### config.mk
export PLATFORM = sky130hd
export DESIGN_NAME = primer20k_ahb_mem_arb
export DESIGN_NICKNAME = d
export VERILOG_FILES = /design/src/rtl/primer20k_ahb_mem_arb.sv
export SDC_FILE = /design/constraint.sdc
export NUM_CORES = 1
export LEC_CHECK = 0
export ABC_AREA = 1
export CORE_AREA = 2 2 103 105
export CTS_BUF_LIST = sky130_fd_sc_hd__clkbuf_8
export DETAILED_ROUTE_END_ITERATION = 8
export DIE_AREA = 0 0 105 107
export MAX_ROUTING_LAYER = met4
export PLACE_DENSITY_LB_ADDON = 0.25
export SYNTH_ARGS = -nofsm -noshare
export SYNTH_HDL_FRONTEND = slang
export SYNTH_SLANG_ARGS = --single-unit
### constraint.sdc
create_clock -name clk -period 2.3 [get_ports clk]
set_input_delay 0.46 -clock clk [delete_from_list [all_inputs] [get_ports clk]]
set_output_delay 0.46 -clock clk [all_outputs]
set_load 0.01 [all_outputs]
### src/rtl/primer20k_ahb_mem_arb.sv
// Two-port AHB-Lite slave sharing one single-port synchronous BRAM between the
// SCR1 imem (read-only) and dmem (read/write) buses, with round-robin arbitration.
module primer20k_ahb_mem_arb #(
    parameter int          MEM_AW    = 14,
    parameter logic [31:0] BASE_ADDR = 32'h0000_0000
) (
    input  logic              clk,
    input  logic              rst_n,
    input  logic [1:0]        imem_htrans,
    input  logic [31:0]       imem_haddr,
    input  logic [2:0]        imem_hsize,
    output logic              imem_hready,
    output logic [31:0]       imem_hrdata,
    output logic              imem_hresp,
    input  logic [1:0]        dmem_htrans,
    input  logic [31:0]       dmem_haddr,
    input  logic [2:0]        dmem_hsize,
    input  logic              dmem_hwrite,
    input  logic [31:0]       dmem_hwdata,
    output logic              dmem_hready,
    output logic [31:0]       dmem_hrdata,
    output logic              dmem_hresp,
    output logic              mem_en,
    output logic [3:0]        mem_we,
    output logic [MEM_AW-1:0] mem_addr,
    output logic [31:0]       mem_wdata,
    input  logic [31:0]       mem_rdata,
    output logic [3:0]        imem_dbg_o,
    output logic [3:0]        dmem_dbg_o
);

    localparam int HI = MEM_AW + 2;

    typedef enum logic [2:0] {
        ST_IDLE  = 3'd0,
        ST_PEND  = 3'd1,
        ST_RDATA = 3'd2,
        ST_ERR1  = 3'd3,
        ST_ERR2  = 3'd4
    } port_state_e;

    // Index 0 is imem, index 1 is dmem throughout.
    port_state_e                st_q [2];
    port_state_e                st_d [2];
    logic [1:0][MEM_AW-1:0]     addr_q, addr_d;
    logic [1:0][3:0]            be_q, be_d;
    logic [1:0]                 wr_q, wr_d;
    logic [1:0]                 err_q, err_d;
    logic                       last_grant_q, last_grant_d;

    logic [1:0][31:0]           haddr;
    logic [1:0][2:0]            hsize;
    logic [1:0]                 req, hwrite, pend, gnt, hready, accept;

    assign haddr  = {dmem_haddr, imem_haddr};
    assign hsize  = {dmem_hsize, imem_hsize};
    assign req    = {dmem_htrans[1], imem_htrans[1]};
    assign hwrite = {dmem_hwrite, 1'b0};

    function automatic logic req_err(input logic [31:0] a, input logic [2:0] s);
        logic miss;
        miss = (a[31:HI] != BASE_ADDR[31:HI]);
        return miss || (s > 3'd2) || (s == 3'd1 && a[0]) || (s == 3'd2 && a[1:0] != 2'b00);
    endfunction

    function automatic logic [3:0] byte_en(input logic [1:0] a, input logic [2:0] s);
        case (s)
            3'd0:    return 4'b0001 << a;
            3'd1:    return 4'b0011 << a;
            default: return 4'b1111;
        endcase
    endfunction

    // Round-robin: on contention the port that was not granted last wins.
    always_comb begin
        for (int p = 0; p < 2; p++) pend[p] = (st_q[p] == ST_PEND);
        gnt = pend;
        if (pend == 2'b11) gnt = last_grant_q ? 2'b01 : 2'b10;
        last_grant_d = last_grant_q;
        if (gnt[1])      last_grant_d = 1'b1;
        else if (gnt[0]) last_grant_d = 1'b0;
    end

    // hready doubles as the address-phase ready: an address is taken whenever
    // htrans[1] and this port's own hready are both high in the same cycle.
    always_comb begin
        for (int p = 0; p < 2; p++) begin
            hready[p] = 1'b1;
            case (st_q[p])
                ST_PEND: hready[p] = gnt[p] & wr_q[p];
                ST_ERR1: hready[p] = 1'b0;
                default: hready[p] = 1'b1;
            endcase
            accept[p] = req[p] & hready[p];
        end
    end

    always_comb begin
        for (int p = 0; p < 2; p++) begin
            st_d[p]   = st_q[p];
            addr_d[p] = addr_q[p];
            be_d[p]   = be_q[p];
            wr_d[p]   = wr_q[p];
            err_d[p]  = err_q[p];
            case (st_q[p])
                ST_PEND:  if (gnt[p]) st_d[p] = wr_q[p] ? ST_IDLE : ST_RDATA;
                ST_ERR1:  st_d[p] = ST_ERR2;
                default:  st_d[p] = ST_IDLE;
            endcase
            if (accept[p]) begin
                err_d[p]  = req_err(haddr[p], hsize[p]);
                addr_d[p] = haddr[p][HI-1:2];
                be_d[p]   = byte_en(haddr[p][1:0], hsize[p]);
                wr_d[p]   = hwrite[p];
                st_d[p]   = err_d[p] ? ST_ERR1 : ST_PEND;
            end
        end
    end

    always_ff @(posedge clk or negedge rst_n) begin
        if (!rst_n) begin
            for (int p = 0; p < 2; p++) st_q[p] <= ST_IDLE;
            addr_q       <= '0;
            be_q         <= '0;
            wr_q         <= '0;
            err_q        <= '0;
            last_grant_q <= 1'b0;
        end else begin
            for (int p = 0; p < 2; p++) st_q[p] <= st_d[p];
            addr_q       <= addr_d;
            be_q         <= be_d;
            wr_q         <= wr_d;
            err_q        <= err_d;
            last_grant_q <= last_grant_d;
        end
    end

    assign mem_en    = |gnt;
    assign mem_addr  = gnt[1] ? addr_q[1] : (gnt[0] ? addr_q[0] : '0);
    assign mem_we    = (gnt[1] & wr_q[1]) ? be_q[1] : 4'b0000;
    assign mem_wdata = dmem_hwdata;

    assign imem_hready = hready[0];
    assign dmem_hready = hready[1];
    assign imem_hresp  = (st_q[0] == ST_ERR1) || (st_q[0] == ST_ERR2);
    assign dmem_hresp  = (st_q[1] == ST_ERR1) || (st_q[1] == ST_ERR2);
    assign imem_hrdata = (st_q[0] == ST_RDATA) ? mem_rdata : 32'h0;
    assign dmem_hrdata = (st_q[1] == ST_RDATA) ? mem_rdata : 32'h0;

    assign imem_dbg_o = {err_q[0], st_q[0]};
    assign dmem_dbg_o = {err_q[1], st_q[1]};

    logic unused_bits;
    assign unused_bits = ^{imem_htrans[0], dmem_htrans[0], be_q[0]};

endmodule

### After elaboration in Yosys (flattened, before gate mapping)

Index checks and enable logic that the tools add are counted.

| word-level totals | value |
|---|---|
| bits in registers | 42 |
| bits of input ports | 141 |
| word-level logic and storage cells | 72 |

| operators by class | value |
|---|---|
| magnitude comparators | 2 |
| equality and inequality tests | 15 |
| shifts and indexed selects | 2 |
| mux-type cells | 21 |
| bitwise gates (word level) | 3 |
| reductions and logical operators | 20 |

Operators with widths:

| operator | number |
|---|---|
| two-way mux 32 bit | 2 |
| nonzero test 16 bit | 2 |
| two-way mux 14 bit | 2 |
| equality test 3 x 2 -> 1 bit, second input constant | 6 |
| equality test 3 x 1 -> 1 bit, second input constant | 4 |
| two-way mux 3 bit | 4 |
| one-hot mux 3 bit (2 select lines) | 2 |
| two-way mux 2 bit | 5 |
| logical OR 1 bit | 8 |
| one-hot mux 4 bit (2 select lines) | 1 |
| equality test 3 bit, second input constant | 2 |
| greater-than comparator 3 x 2 -> 1 bit, second input constant | 2 |
| inequality test 3 x 1 -> 1 bit, second input constant | 2 |
| nonzero test 2 bit | 3 |
| logical AND 1 bit | 4 |
| two-way mux 4 bit | 1 |
| OR reduction 2 bit | 2 |
| << shifter 1 x 2 -> 4 bit, first input constant | 1 |
| << shifter 2 x 2 -> 4 bit, first input constant | 1 |
| AND 1 bit | 3 |
| zero test 3 bit | 1 |
| two-way mux 1 bit | 3 |
| equality test 2 bit, second input constant | 1 |
| one-hot mux 1 bit (2 select lines) | 1 |

### Longest topological paths before layout

Gate-level depths: netlist (run 1).

| depth | value |
|---|---|
| depth in word-level cells | 7 |
| depth in mapped cells | 8 |
| gate-level depth less buffers | 8 |

### Least setup slack after synthesis (run 1)

Ideal clock, no wire load.

| path | value |
|---|---|
| path kind | register to output |
| start point | reg st_q (netlist bit dmem_dbg_o[1]) |
| end point | out mem_addr[10] |
| arrival | 1,261 ps |
| data required time | 1,840 ps |
| setup slack | 579 ps |
| stages on the path, launching flop included | 8 |
| path buffers | 1 |
| cell sequence | dfrtp_1 nor3_4 inv_2 nor2_2 nor2_2 buf_4 nand2_1 nand2_1 |

| on the way | value |
|---|---|
| word-level cells in the longest chain between the ends | 5 |

RTL lines:

| what | line | source |
|---|---|---|
| start, declared | 43 | `port_state_e st_q [2];` |
| equality test 3 x 1 -> 1 bit * | 76 | `for (int p = 0; p < 2; p++) pend[p] = (st_q[p] == ST_PEND);` |
| equality test 2 bit | 78 | `if (pend == 2'b11) gnt = last_grant_q ? 2'b01 : 2'b10;` |
| two-way mux 2 bit * | 78 |  |
| two-way mux 14 bit | 139 | `assign mem_addr = gnt[1] ? addr_q[1] : (gnt[0] ? addr_q[0] : '0);` |
| two-way mux 14 bit * | 139 |  |
| end, declared | 25 | `output logic [MEM_AW-1:0] mem_addr,` |

Mark *: on every way between the ends. The rest lies on a longest branch, timed or not.

### Worst setup path after layout (run 1)

| path | value |
|---|---|
| start point | reg st_q (netlist bit dmem_dbg_o[1]) |
| end point | out mem_addr[11] |

Same word-level chain as after synthesis.

==> summary.md, run 1 <==
| Metric | Value |
|---|---|
| Outcome | completed |
| Combinational family with the most area after synthesis | simple AND/OR/NAND/NOR gates |
| H-tree level count | 2 |
| R2R Path End | err_q[1]$_DFFE_PN0P_ |
| Placed inst area | roughly 4800 um^2 |
| Initial detailed-routing violation count | 189 |
| Top sig layer | met4 |
| Final setup violation count | 0 |
| I/O pin cnt | 268 |
| Met2 Wirelength | between 5000 and 6000 um |
| CP Launch Type | register |
| Final Non-Filler Cells | roughly 760 |
| Sequential cell area | 1050 um^2 |
| Avg Inst Size Synth | 6.33 um^2 |
| First-pass GRT wire length | 16100 um |
| Die Y | between 100 and 150 um |
| Grt ovf | 0 |
| Die Footprint | about 11000 um^2 |
| Netlist cell types | 21 |
| Metal3 WL | 896 um |
| Routability cong. | 0.847 |
| Synth top cells by count | nand2_1, nor2_1, inv_1, dfrtp_1, buf_4 |
| Post-synthesis mux area share | 0% |
| Share of cells above drive strength 1 | 6.29% |
| Yosys warning total | 0 |
| Top-area cell type share of the netlist area | 37.4% |
| Post-synth EDFFs | 0 |
| Synth Area in XOR/XNOR | 0% |
| Filler cell count | 1081 |
| Register bit total from synthesis | 42 |
| Multi-input gate area | 1210 um^2 |
| VDD IR max | 412 uV |
| Wl on met1 | a little under 4000 um |
| Antenna viol nets, final | 0 |
| CTS tree | yes |
| Core Util, Final | 48.2% |
| Clk sink count | 42 |
| Post-DP HPWL | between 8000 and 9000 um |
| Final Cycle Share | 94.6% |
| Crit Path Max Fanout | 14 |
| Hold WC Path Type | in -> async |
| Largest net degree at the start of global routing | 33 |
| Drt pass-1 iters | 7 |
| Post-Synthesis Cells | 444 |
| Compound-Gate Fraction of Synth Area | 2.36% |
| Via count | approximately 3.2k |
| RR Startpoint | dmem_dbg_o[1]$_DFFE_PN0P_ |
| Clock Path Buffers | 2 |
| P&R area growth vs syn | 72.9% |
| Die width | approximately 110 um |
| Via/cell ratio | 4.25 |
| Worst Setup SP | dmem_dbg_o[1]$_DFFE_PN0P_ |
| Critical Path End Type | output pin |
| Worst-margin pin slew | 0.469 ns |
| Row cnt | 37 |
| Synthesized-area fraction occupied by adder cells | 0% |
| Cell taking the most area after synthesis | dfrtp_1 |
| Worst endpoint required time | ~1.8 ns |
| Worst path arrival time | 1.71 ns |
| Routed WL | 10400 um |
| CTS Buf Count | 5 |
| Fmax | ~0.46 GHz |
| Root buffer cell | clkbuf_8 |
| Critical setup path kind | reg -> out |
| Net count after synthesis | 585 |
| Worst Reg2Reg Path Length in Cells | 8 |
| Post-Place Cells | 745 |
| Reg2Reg Setup Slack | 0.45 ns |
| Sequential element share of the synthesized area | 37.4% |
| Ys async rst share | between 90% and 100% |
| Post-synthesis simple-gate area fraction | 40.4% |
| Drt wl/cell | about 14 um |
| Max_slew headroom | 68.7% |
| Final-stage net count | 760 |
| Static Leakage | 2.79 nW |
| Initial antenna violation count | 1 |
| Reg clk slew, reported paths | 0.09 ns |
| Final Slew Violations | 0 |
| Ys flop type | dfrtp_1 |
| Skew final | 0.00540 ns |
| Finished Cell Area | 4860 um^2 |
| IO buf count | 201 |
| Top cells by area, synth | dfrtp_1, nand2_1, nor2_1 |
| Mapped Area | 2810 um^2 |
| Fin. Hold Viols | 0 |
| Number of hold buffers added after cts | 0 |
| Number of global-route vias before repair | approximately 3.2k |
| Most common cell in the netlist | nand2_1 |
| Fin crit period | 2.17 ns |
| Power Dens Cells | 672 nW/um^2 |
| Initial Util | 27.9% |
| Core area | slightly above 10000 um^2 |
| Max-cap violations | 0 |
| Worst-skew pair later-pin latency | 0.30 ns |
| Total track usage | 18.5% |
| # DRC | 0 |
routing by layer:
layer  track usage [%]  vias to the layer above
li1                  -                     1627
met1              18.9                     1421
met2              35.0                      156
met3              5.96                       10
met4              3.14                        0
met5                 -                        -
sequential cells by signal, summed over array words and instances (netlist names):
| signal | flops |
|---|---|
| addr_q | 28 |
| be_q | 4 |
| dmem_dbg_o | 3 |
| imem_dbg_o | 3 |
| err_q | 2 |
| last_grant_q | 1 |
| wr_q | 1 |
repair_timing:
action	in CTS	in global routing
buffers inserted	2	1
pin swaps	1	1
gates resized for setup	90	2
setup endpoints to repair	79	15
power breakdown:
group / switching, mW / total [mW] / internal [mW]
logic: 0.783 / 1.52 / 0.732
clock network: 0.269 / 0.704 / 0.435
registers: 0.126 / 1.05 / 0.922
logic make-up after synthesis:
logic type,Yosys count
buffers and inverters,108
AOI/OAI and AO/OA,11
DFF,42
and+or+nand+nor,283
how the worst max path moves through the flow:
stage / end / cells after the start / slack [ns]
2_1_floorplan: mem_addr[10] / 7 / 0.58
3_3_place_gp: mem_addr[2] / 7 / 0.13
3_5_place_dp: mem_addr[2] / 7 / 0.12
4_1_cts: dmem_hresp / 6 / 0.03
5_1_grt: mem_addr[0] / 8 / -0.002
6_report: mem_addr[11] / 7 / 0.13
layout by cell type, fill, tap and decap left out, drive strengths merged:
cell	count
dlygate4sd2	83
a21oi	2
clkbuf	5
clkdlybuf4s50	116
o21ai	9
dlymetal6s2s	1
buf	16
dfrtp	42
nor2	92
nand2	156
nand4	1
clkinv	1
bufinv	2
nand3	28
inv	60
nor3	4
diode	1
and2	1
or2	1
worst max-delay path, cell delays in order (launching register included):
cell           delay, ns
dfrtp_1             0.41
nor3_4              0.22
inv_2               0.10
a21oi_4             0.14
buf_12              0.14
nand2_1             0.06
nand2_1             0.06
dlygate4sd2_1       0.29
through the flow:
stage	setup WS [ns]	hold WS (ns)	power [mW]	setup TNS, ns
2_1_floorplan	0.579	0.164	1.82	0
3_3_place_gp	0.129	0.370	2.69	0
3_5_place_dp	0.115	0.373	2.72	0
4_1_cts	0.0320	0.0441	3.30	0
5_1_grt	-0.00239	0.0548	3.50	-0.00239
6_report	0.125	0.0412	3.27	0
layout make-up:
cell class	instances	share of cell area, %
timing repair buffer	216	42.4
multi-input combinational	294	24.9
sequential	42	21.6
inverter	60	4.63
tap	136	3.50
clock buffer	5	1.42
clock inverter	3	1.42
antenna	1	0.0515
(Power assumes the default switching activity.)
==> run 2, diff against run 1 <==
--- a/config.mk
+++ b/config.mk
@@ -10,7 +10,6 @@
 export CTS_BUF_LIST = sky130_fd_sc_hd__clkbuf_8
 export DETAILED_ROUTE_END_ITERATION = 8
 export DIE_AREA = 0 0 105 107
-export MAX_ROUTING_LAYER = met4
 export PLACE_DENSITY_LB_ADDON = 0.25
 export SYNTH_ARGS = -nofsm -noshare
 export SYNTH_HDL_FRONTEND = slang
==> summary.md, run 2 (same netlist as run 1, synthesis figures left out) <==
| Metric | Value |
|---|---|
| CP max stage cell | dfrtp_1 |
| Skew final | 0.00696 ns |
| Outcome | completed |
| Static Leakage | roughly 2.8 nW |
| CTS tree | yes |
| Power Dens Cells | 673 nW/um^2 |
| Fin worst setup slack | 0.125 ns |
| Max reg flops | 28 |
| H-tree level count | 2 |
| Top flop regs | addr_q x28, be_q x4 |
| Row cnt | 37 |
| Largest net degree at the start of global routing | 33 |
| Total track usage | between 10% and 20% |
| Commonest non-fill, non-tap cell in the layout | nand2_1 |
| Root buffer cell | clkbuf_8 |
| Initial Util | 27.9% |
| Final setup violation count | 0 |
| Crit-path cells | nor3_4 > inv_2 > a21oi_4 > buf_12 > nand2_1 > nand2_1 > dlygate4sd2_1 |
| Max-cap violations | 0 |
| Antenna viol nets, final | 0 |
| Routed WL | approximately 10000 um |
| Via/cell ratio | 4.26 |
| P&R area growth vs syn | 72.9% |
| Drt wl/cell | roughly 14 um |
| First-pass GRT wire length | 16000 um |
| CP Launch Type | register |
| Critical Path Max Stage Delay | 0.41 ns |
| Grt ovf | 0 |
| Share of cells above drive strength 1 | 6.29% |
| Worst endpoint required time | 1.84 ns |
| CTS Buf Count | 5 |
| Via count | 3217 |
| Routability cong. | 0.834 |
| Filler cell count | 1081 |
| Fin crit period | 2.18 ns |
| Worst path arrival time | 1.72 ns |
| Placed inst area | around 4800 um^2 |
| Setup WS pre-CTS | 0.115 ns |
| Core area | 10100 um^2 |
| Max_slew headroom | between 60 and 70% |
| Final Cycle Share | 94.6% |
| Critical setup path kind | reg -> out |
| # DRC | 0 |
| Crit Path Max Fanout | 14 |
| Drt pass-1 iters | 4 |
| Reg clk slew, reported paths | 0.09 ns |
| Number of global-route vias before repair | 3202 |
| Initial antenna violation count | 1 |
| Worst-skew pair later-pin latency | 0.30 ns |
| Final-stage net count | 760 |
| Crit-path most repeated cell | nand2_1 |
| Post-DP HPWL | about 8700 um |
| Die Y | 107 um |
| Clock Path Buffers | 2 |
| Largest Register | addr_q |
| Commonest non-fill, non-tap cells in the layout | nand2_1, clkdlybuf4s50_1, nor2_1 |
| Hold WC Path Type | in -> async |
| Number of hold buffers added after cts | 0 |
| Finished Cell Area | 4860 um^2 |
| Worst-margin pin slew | about 0.47 ns |
| Antenna cells | 0 |
| Final Slew Violations | 0 |
| IO buf count | 201 |
| VDD IR max | 412 uV |
| Critical Path End Type | output pin |
| Initial detailed-routing violation count | 188 |
| Fmax | roughly 0.46 GHz |
| Fin. Hold Viols | 0 |
| Die width | 105 um |
| Die Footprint | 11200 um^2 |
| I/O pin cnt | around 270 |
| Clk sink count | 42 |
==> run 2: cell count changes in the layout (fill, tap and decap cells not counted) <==
| cell | before | now |
|---|---|---|
| diode_2 | 1 | 0 |
==> run 2: final timing paths <==
kind / slack, ns / depth (start not counted) / to / startpoint
max reg2reg: 0.44 / 8 / err_q[1]$_DFFE_PN0P_ / dmem_dbg_o[1]$_DFFE_PN0P_
max: 0.12 / 7 / mem_addr[11] / dmem_dbg_o[1]$_DFFE_PN0P_
min reg2reg: 0.47 / 2 / addr_q[25]$_DFFE_PN0P_ / addr_q[25]$_DFFE_PN0P_
max in group asynchronous: 1.56 / 2 / addr_q[15]$_DFFE_PN0P_ / rst_n
min: 0.05 / 1 / addr_q[20]$_DFFE_PN0P_ / rst_n
min in group clk: 0.47 / 2 / addr_q[25]$_DFFE_PN0P_ / addr_q[25]$_DFFE_PN0P_
==> run 2: timing repair <==
action,CTS,global route
buffers inserted,2,1
hold endpoints to repair,0,0
pin swaps,1,1
gates resized for setup,90,2
endpoints found under the setup margin,79,15
==> run 2: stage by stage <==
stage	std cells	util, %	total power [mW]	setup TNS [ns]	hold WS (ns)
floorplan	444	-	1.82	0	0.164
global placement	745	47.3	2.69	0	0.370
detailed placement	745	47.3	2.72	0	0.373
CTS	755	48.0	3.30	0	0.0441
global route	756	48.2	3.49	-0.00269	0.0564
finish	756	48.2	3.27	0	0.0450
==> run 2: report_power, final <==
group | internal (mW) | total, mW | switching, mW | leakage [nW]
clock network | 0.435 | 0.703 | 0.268 | 0.0683
registers | 0.922 | 1.05 | 0.126 | 0.512
logic | 0.732 | 1.52 | 0.785 | 2.21
total | 2.09 | 3.27 | 1.18 | 2.79
==> run 2: per-layer routing <==
layer  global-route usage, %  wire length, um  up-vias
met4                    3.33              110        2
met1                    18.5             3870     1421
met2                    35.1             5520      157
li1                        -                -     1624
met5                       0               13        -
met3                    6.14              896       13
==> run 2: area by class of cell <==
type	instances	area [um^2]	share of cell area (%)
repair buffers	216	2060	42.5
inverters	60	225	4.63
flip-flops and latches	42	1050	21.6
well taps	136	170	3.50
multi-input cells	294	1210	24.9
clock buffers	5	68.8	1.42
clock inverters	3	68.8	1.42
==> run 2: critical path, delay by kind of cell (launching register included) <==
family | cells | cell delay, ns
AO/OA/AOI/OAI | 1 | 0.14
buffers and inverters | 3 | 0.54
flip-flops | 1 | 0.41
AND/OR/NAND/NOR | 3 | 0.33
